**config.mk**
```make
export PLATFORM = sky130hd
export DESIGN_NAME = imm_gen_pipe
export DESIGN_NICKNAME = d
export VERILOG_FILES = /design/src/rtl/imm_gen_pipe.sv
export SDC_FILE = /design/constraint.sdc
export NUM_CORES = 1
export LEC_CHECK = 0
export ABC_AREA = 1
export CORE_MARGIN = 2
export CORE_UTILIZATION = 45
export DETAILED_ROUTE_END_ITERATION = 8
export PLACE_DENSITY = 0.76
export SETUP_SLACK_MARGIN = 0.1
export SYNTH_ARGS = -nofsm -noshare
export SYNTH_HDL_FRONTEND = slang
export SYNTH_SLANG_ARGS = --single-unit
```
**constraint.sdc**
```tcl
create_clock -name clk_i -period 2.9 [get_ports clk_i]
set_clock_uncertainty 0.2 [all_clocks]
set_input_delay 0.58 -clock clk_i [delete_from_list [all_inputs] [get_ports clk_i]]
set_output_delay 0.58 -clock clk_i [all_outputs]
set_load 0.02 [all_outputs]
```
**src/rtl/imm_gen_pipe.sv**
```systemverilog
// imm_gen_pipe: registered RISC-V immediate generator for the decode stage.
// Classifies each accepted instruction, emits the sign-extended immediate
// one cycle later behind a valid/ready interface with an optional skid
// entry, a synchronous flush and a saturating illegal-opcode counter.
module imm_gen_pipe #(
  parameter int unsigned XLEN  = 64,
  parameter int unsigned CNT_W = 8,
  parameter int unsigned SKID  = 1
) (
  input  logic              clk_i,
  input  logic              rst_i,
  input  logic              flush_i,
  input  logic              in_valid_i,
  output logic              in_ready_o,
  input  logic [31:0]       instr_i,
  output logic              out_valid_o,
  input  logic              out_ready_i,
  output logic [XLEN-1:0]   imm_o,
  output logic [2:0]        fmt_o,
  output logic              illegal_o,
  output logic [31:0]       instr_o,
  output logic [CNT_W-1:0]  illegal_cnt_o
);

  typedef enum logic [2:0] {
    FMT_R     = 3'd0,
    FMT_I     = 3'd1,
    FMT_S     = 3'd2,
    FMT_B     = 3'd3,
    FMT_U     = 3'd4,
    FMT_J     = 3'd5,
    FMT_SHAMT = 3'd6,
    FMT_NONE  = 3'd7
  } fmt_e;

  typedef struct packed {
    logic [XLEN-1:0] imm;
    fmt_e            fmt;
    logic            ill;
    logic [31:0]     instr;
  } entry_t;

  logic [6:0]  opcode;
  logic [2:0]  funct3;
  logic [31:0] imm32;
  fmt_e        dec_fmt;
  logic        dec_ill;
  entry_t      dec;

  entry_t      m_q;
  entry_t      s_q;
  logic        m_valid_q;
  logic        s_valid_q;

  logic        accept;
  logic        xfer;

  assign opcode = instr_i[6:0];
  assign funct3 = instr_i[14:12];

  // Decode the incoming word into a 32-bit immediate and format; every
  // format fits in 32 bits, so widening to XLEN is a single sign extension.
  always_comb begin
    imm32   = '0;
    dec_fmt = FMT_NONE;
    dec_ill = 1'b0;
    unique case (opcode)
      7'b0010011: begin
        if (funct3 == 3'b001 || funct3 == 3'b101) begin
          dec_fmt = FMT_SHAMT;
          imm32   = {26'b0, (XLEN == 64) ? instr_i[25] : 1'b0, instr_i[24:20]};
        end else begin
          dec_fmt = FMT_I;
          imm32   = {{20{instr_i[31]}}, instr_i[31:20]};
        end
      end
      7'b0011011: begin
        if (XLEN == 64) begin
          if (funct3 == 3'b001 || funct3 == 3'b101) begin
            dec_fmt = FMT_SHAMT;
            imm32   = {27'b0, instr_i[24:20]};
          end else begin
            dec_fmt = FMT_I;
            imm32   = {{20{instr_i[31]}}, instr_i[31:20]};
          end
        end else begin
          dec_ill = 1'b1;
        end
      end
      7'b0000011, 7'b1100111: begin
        dec_fmt = FMT_I;
        imm32   = {{20{instr_i[31]}}, instr_i[31:20]};
      end
      7'b0100011: begin
        dec_fmt = FMT_S;
        imm32   = {{20{instr_i[31]}}, instr_i[31:25], instr_i[11:7]};
      end
      7'b1100011: begin
        dec_fmt = FMT_B;
        imm32   = {{19{instr_i[31]}}, instr_i[31], instr_i[7], instr_i[30:25],
                   instr_i[11:8], 1'b0};
      end
      7'b0110111, 7'b0010111: begin
        dec_fmt = FMT_U;
        imm32   = {instr_i[31:12], 12'b0};
      end
      7'b1101111: begin
        dec_fmt = FMT_J;
        imm32   = {{11{instr_i[31]}}, instr_i[31], instr_i[19:12], instr_i[20],
                   instr_i[30:21], 1'b0};
      end
      7'b0110011: begin
        dec_fmt = FMT_R;
      end
      7'b0111011: begin
        if (XLEN == 64) begin
          dec_fmt = FMT_R;
        end else begin
          dec_ill = 1'b1;
        end
      end
      default: begin
        dec_ill = 1'b1;
      end
    endcase
  end

  assign dec.imm   = {{(XLEN-31){imm32[31]}}, imm32[30:0]};
  assign dec.fmt   = dec_fmt;
  assign dec.ill   = dec_ill;
  assign dec.instr = instr_i;

  assign in_ready_o = (SKID != 0) ? !s_valid_q : (!m_valid_q || out_ready_i);
  assign accept     = in_valid_i && in_ready_o;
  assign xfer       = m_valid_q && out_ready_i;

  // Main/skid entry pipeline; flush wins over every other event. With the
  // skid disabled the S branch is never taken because in_ready_o already
  // blocks accepts while M is full and stalled.
  always_ff @(posedge clk_i or negedge rst_i) begin
    if (!rst_i) begin
      m_valid_q <= 1'b0;
      s_valid_q <= 1'b0;
      m_q       <= '{imm: '0, fmt: FMT_NONE, ill: 1'b0, instr: '0};
      s_q       <= '{imm: '0, fmt: FMT_NONE, ill: 1'b0, instr: '0};
    end else if (flush_i) begin
      m_valid_q <= 1'b0;
      s_valid_q <= 1'b0;
    end else if (s_valid_q && xfer) begin
      m_q       <= s_q;
      m_valid_q <= 1'b1;
      s_valid_q <= 1'b0;
    end else if (accept) begin
      if (!m_valid_q || xfer) begin
        m_q       <= dec;
        m_valid_q <= 1'b1;
      end else if (SKID != 0) begin
        s_q       <= dec;
        s_valid_q <= 1'b1;
      end
    end else if (xfer) begin
      m_valid_q <= 1'b0;
    end
  end

  // Saturating count of accepted illegal instructions; flush does not clear it.
  always_ff @(posedge clk_i or negedge rst_i) begin
    if (!rst_i) begin
      illegal_cnt_o <= '0;
    end else if (accept && !flush_i && dec_ill && (illegal_cnt_o != '1)) begin
      illegal_cnt_o <= illegal_cnt_o + CNT_W'(1);
    end
  end

  assign out_valid_o = m_valid_q;
  assign imm_o       = m_q.imm;
  assign fmt_o       = m_q.fmt;
  assign illegal_o   = m_q.ill;
  assign instr_o     = m_q.instr;

endmodule

```
==> results.cfg <==
[worst_setup_path]
crit_required_ns = 2.12
r2r_cells = 7
timing.rr.start = illegal_cnt_o[0]
crit_arrival_ns = 1.68
reg2reg_to = illegal_cnt_o[1]
setup.worst_path.class = flip-flop to primary output
path_max_fanout = 34
r2r_slack_ns = 0.81
cp-end-kind = primary output
startpoint_type = flip-flop

[global_routing]
antenna_found_initial = 0
grt_max_degree = 71
grt_pass1_vias = 6027
grt_pass1_wl_um = 30000
grtUsageTotal_pct = 22.5
grt_overflow = 0

[clocking]
cts_resized = 0
cts_buffer_depth = 2
cts_buffers = 17
clock_latency_ns = 0.42
h-tree-depth = 4
cts_tree = yes
cts_sinks = 146
clk_pin_slew_worst_paths_ns = 0.06
clock-root-buffer = clkbuf_16

[yosys]
async_flop_share_pct = 100
synthCells = 933
yosys-top-cells-area = dfrtp_1 48%, nand2_1 16%, nor2_1 7.4%
netlist.area_leader.share_pct = 48.3
synth.most_common_cell = nand2_1
synth_seq_cells = 146
synth-edff-count = 0
synth_cell_types = 28
yosysSeqAreaShare_pct = 50.5
syn_nets = 971
avgSynthCellArea_um2 = 7.77
synth_common_cells = 308 x nand2_1, 143 x nor2_1, 140 x dfrtp_1
syn_area_um2 = 7250
yosysWarningCount = 0
yosys.area.top_type = dfrtp_1
ys.flop_type = dfrtp_1

[timing]
period_minus_slack_ns = 2.46
setup_viol_count_final = 0
hold_violations = 0
rsz0062_at_grt = no
slew_headroom_pct = 57.6
fin_crit_sh_pct = 85.0
slew_viol_final = 0
fmax_ghz = 0.406
tns_ns = 0
tightest_slew_ns = 0.633

[routing]
drc = 0
drt_iter0_markers = 499
antenna_left = 0
firstDrtPassIters = 5
vias = 6407
wl_per_cell_um = 14.7
wirelength_um = 18600
via_per_inst = 5.06

[die]
die_w_um = 131
core_um2 = 15800
num_rows = 46
ioPinCount = 147
start_util_pct = 45.8
die_h_um = 131
dieArea_um2 = 17100

[flow_run]
maxCapViolations = 0

[place]
hpwl_um = 12800
gp_congestion = 0.885
port_buffers = 146

[power_and_ir_drop]
irDropWorstVdd_uv = 418
powerDensity_nw_per_um2 = 666
p_leak_nw = 4.57

[layout]
antenna_cells = 0
fin_util_pct = 59.0
fillerInstances = 1416
area_growth_syn_to_layout_pct = 28.8
multi_input_area_um2 = 2930
drive_gt1_share_pct = 8.48
fin_nets = 1075
seq_area_um2 = 3660

[hold_path]
min-delay-path-class = flip-flop to flip-flop
min_to = fmt_o[2]
hold_depth = 2
hp-start = fmt_o[2]

[run_status]
outcome = finished clean
==> worst max path at each step <==
stage | from | to | slack, ns | depth (start not counted)
floorplan | imm_o[62] | imm_o[32] | 0.94 | 1
global placement | instr_i[6] | imm_o[28] | 0.23 | 12
detailed placement | instr_i[5] | imm_o[14] | 0.17 | 9
CTS | imm_o[62] | imm_o[48] | 0.41 | 2
global route | imm_o[62] | imm_o[35] | 0.36 | 2
finish | imm_o[62] | imm_o[43] | 0.44 | 2
==> where the power goes <==
| part | internal (mW) | leakage, nW | total [mW] | switching [mW] |
|---|---|---|---|---|
| Sequential | 2.44 | 1.82 | 2.67 | 0.233 |
| Clock | 1.42 | 0.285 | 2.26 | 0.840 |
| Combinational | 0.581 | 2.46 | 1.28 | 0.702 |
==> logic make-up (layout without fill, tap and decap cells) <==
kind of cell / Yosys count / in the layout / synth area share [%]
simple gates: 517 / 517 / 28.9
compound gates: 133 / 133 / 10.5
buf+inv: 130 / 247 / 9.25
xor+xnor: 6 / 6 / 0.725
flops: 146 / 146 / 50.5
fa+ha+maj: 1 / 1 / 0.173
==> routing by layer <==
layer	up-vias	track usage, %	part of all wire [%]
li1	3162	-	-
met1	2995	29.8	44
met2	214	35.9	48
met3	36	5.25	6.1
met4	0	9.01	2.7
met5	-	0	0
==> area by class of cell <==
cell class                      instances  share of cell area (%)
Inverter                               47                    1.89
Multi-Input combinational cell        657                    31.4
Sequential cell                       146                    39.2
Timing Repair Buffer                  168                    18.1
Tap cell                              216                    2.89
Clock buffer                           23                    5.12
Clock inverter                          9                    1.39
==> flip-flops by register name, indices dropped and copies added, names as in the netlist <==
name,flops
illegal_cnt_o,8
fmt_o,3
s_q,68
instr_o,32
imm_o,32
out_valid_o,1
illegal_o,1
s_valid_q,1
==> cell usage in the layout (no fill, tap or decap), types with 5 or more instances in the layout <==
cell type          n
nand4_1            5
dfrtp_1          140
clkdlybuf4s50_1  145
buf_12             5
nand3_1           42
clkbuf_16         17
nor2_1           143
dfstp_2            6
inv_2              6
inv_1             41
nand2_2            9
o21ai_1            8
o21ai_0           35
buf_4             16
o21ai_2            7
a21oi_1           28
xnor2_1            5
nand2_1          306
a31oi_1           55
==> critical path, cell delays in order, from the launching register on <==
cell             delay (ns)
dfrtp_1                0.32
buf_4                  0.28
clkdlybuf4s50_1        0.67
==> timing repair <==
action,4_1_cts,5_1_grt
hold buffers,1,0
endpoints found under the hold margin,23,0
buffers inserted,0,0
==> metrics by stage <==
| stage | setup slack [ns] | power, mW | cell area (um2) | hold slack [ns] | std cells |
|---|---|---|---|---|---|
| after CTS | 0.410 | 6.25 | 9340 | 0.273 | 1266 |
| after global routing | 0.358 | 6.49 | 9340 | 0.289 | 1266 |
| after global placement | 0.234 | 3.94 | 8720 | 0.254 | 1233 |
| final | 0.435 | 6.21 | 9340 | 0.270 | 1266 |
| after floorplan | 0.945 | 3.41 | 7250 | 0.0844 | 933 |
| after detailed placement | 0.173 | 3.99 | 8720 | 0.259 | 1233 |
Power figures use the tool's default switching activity.
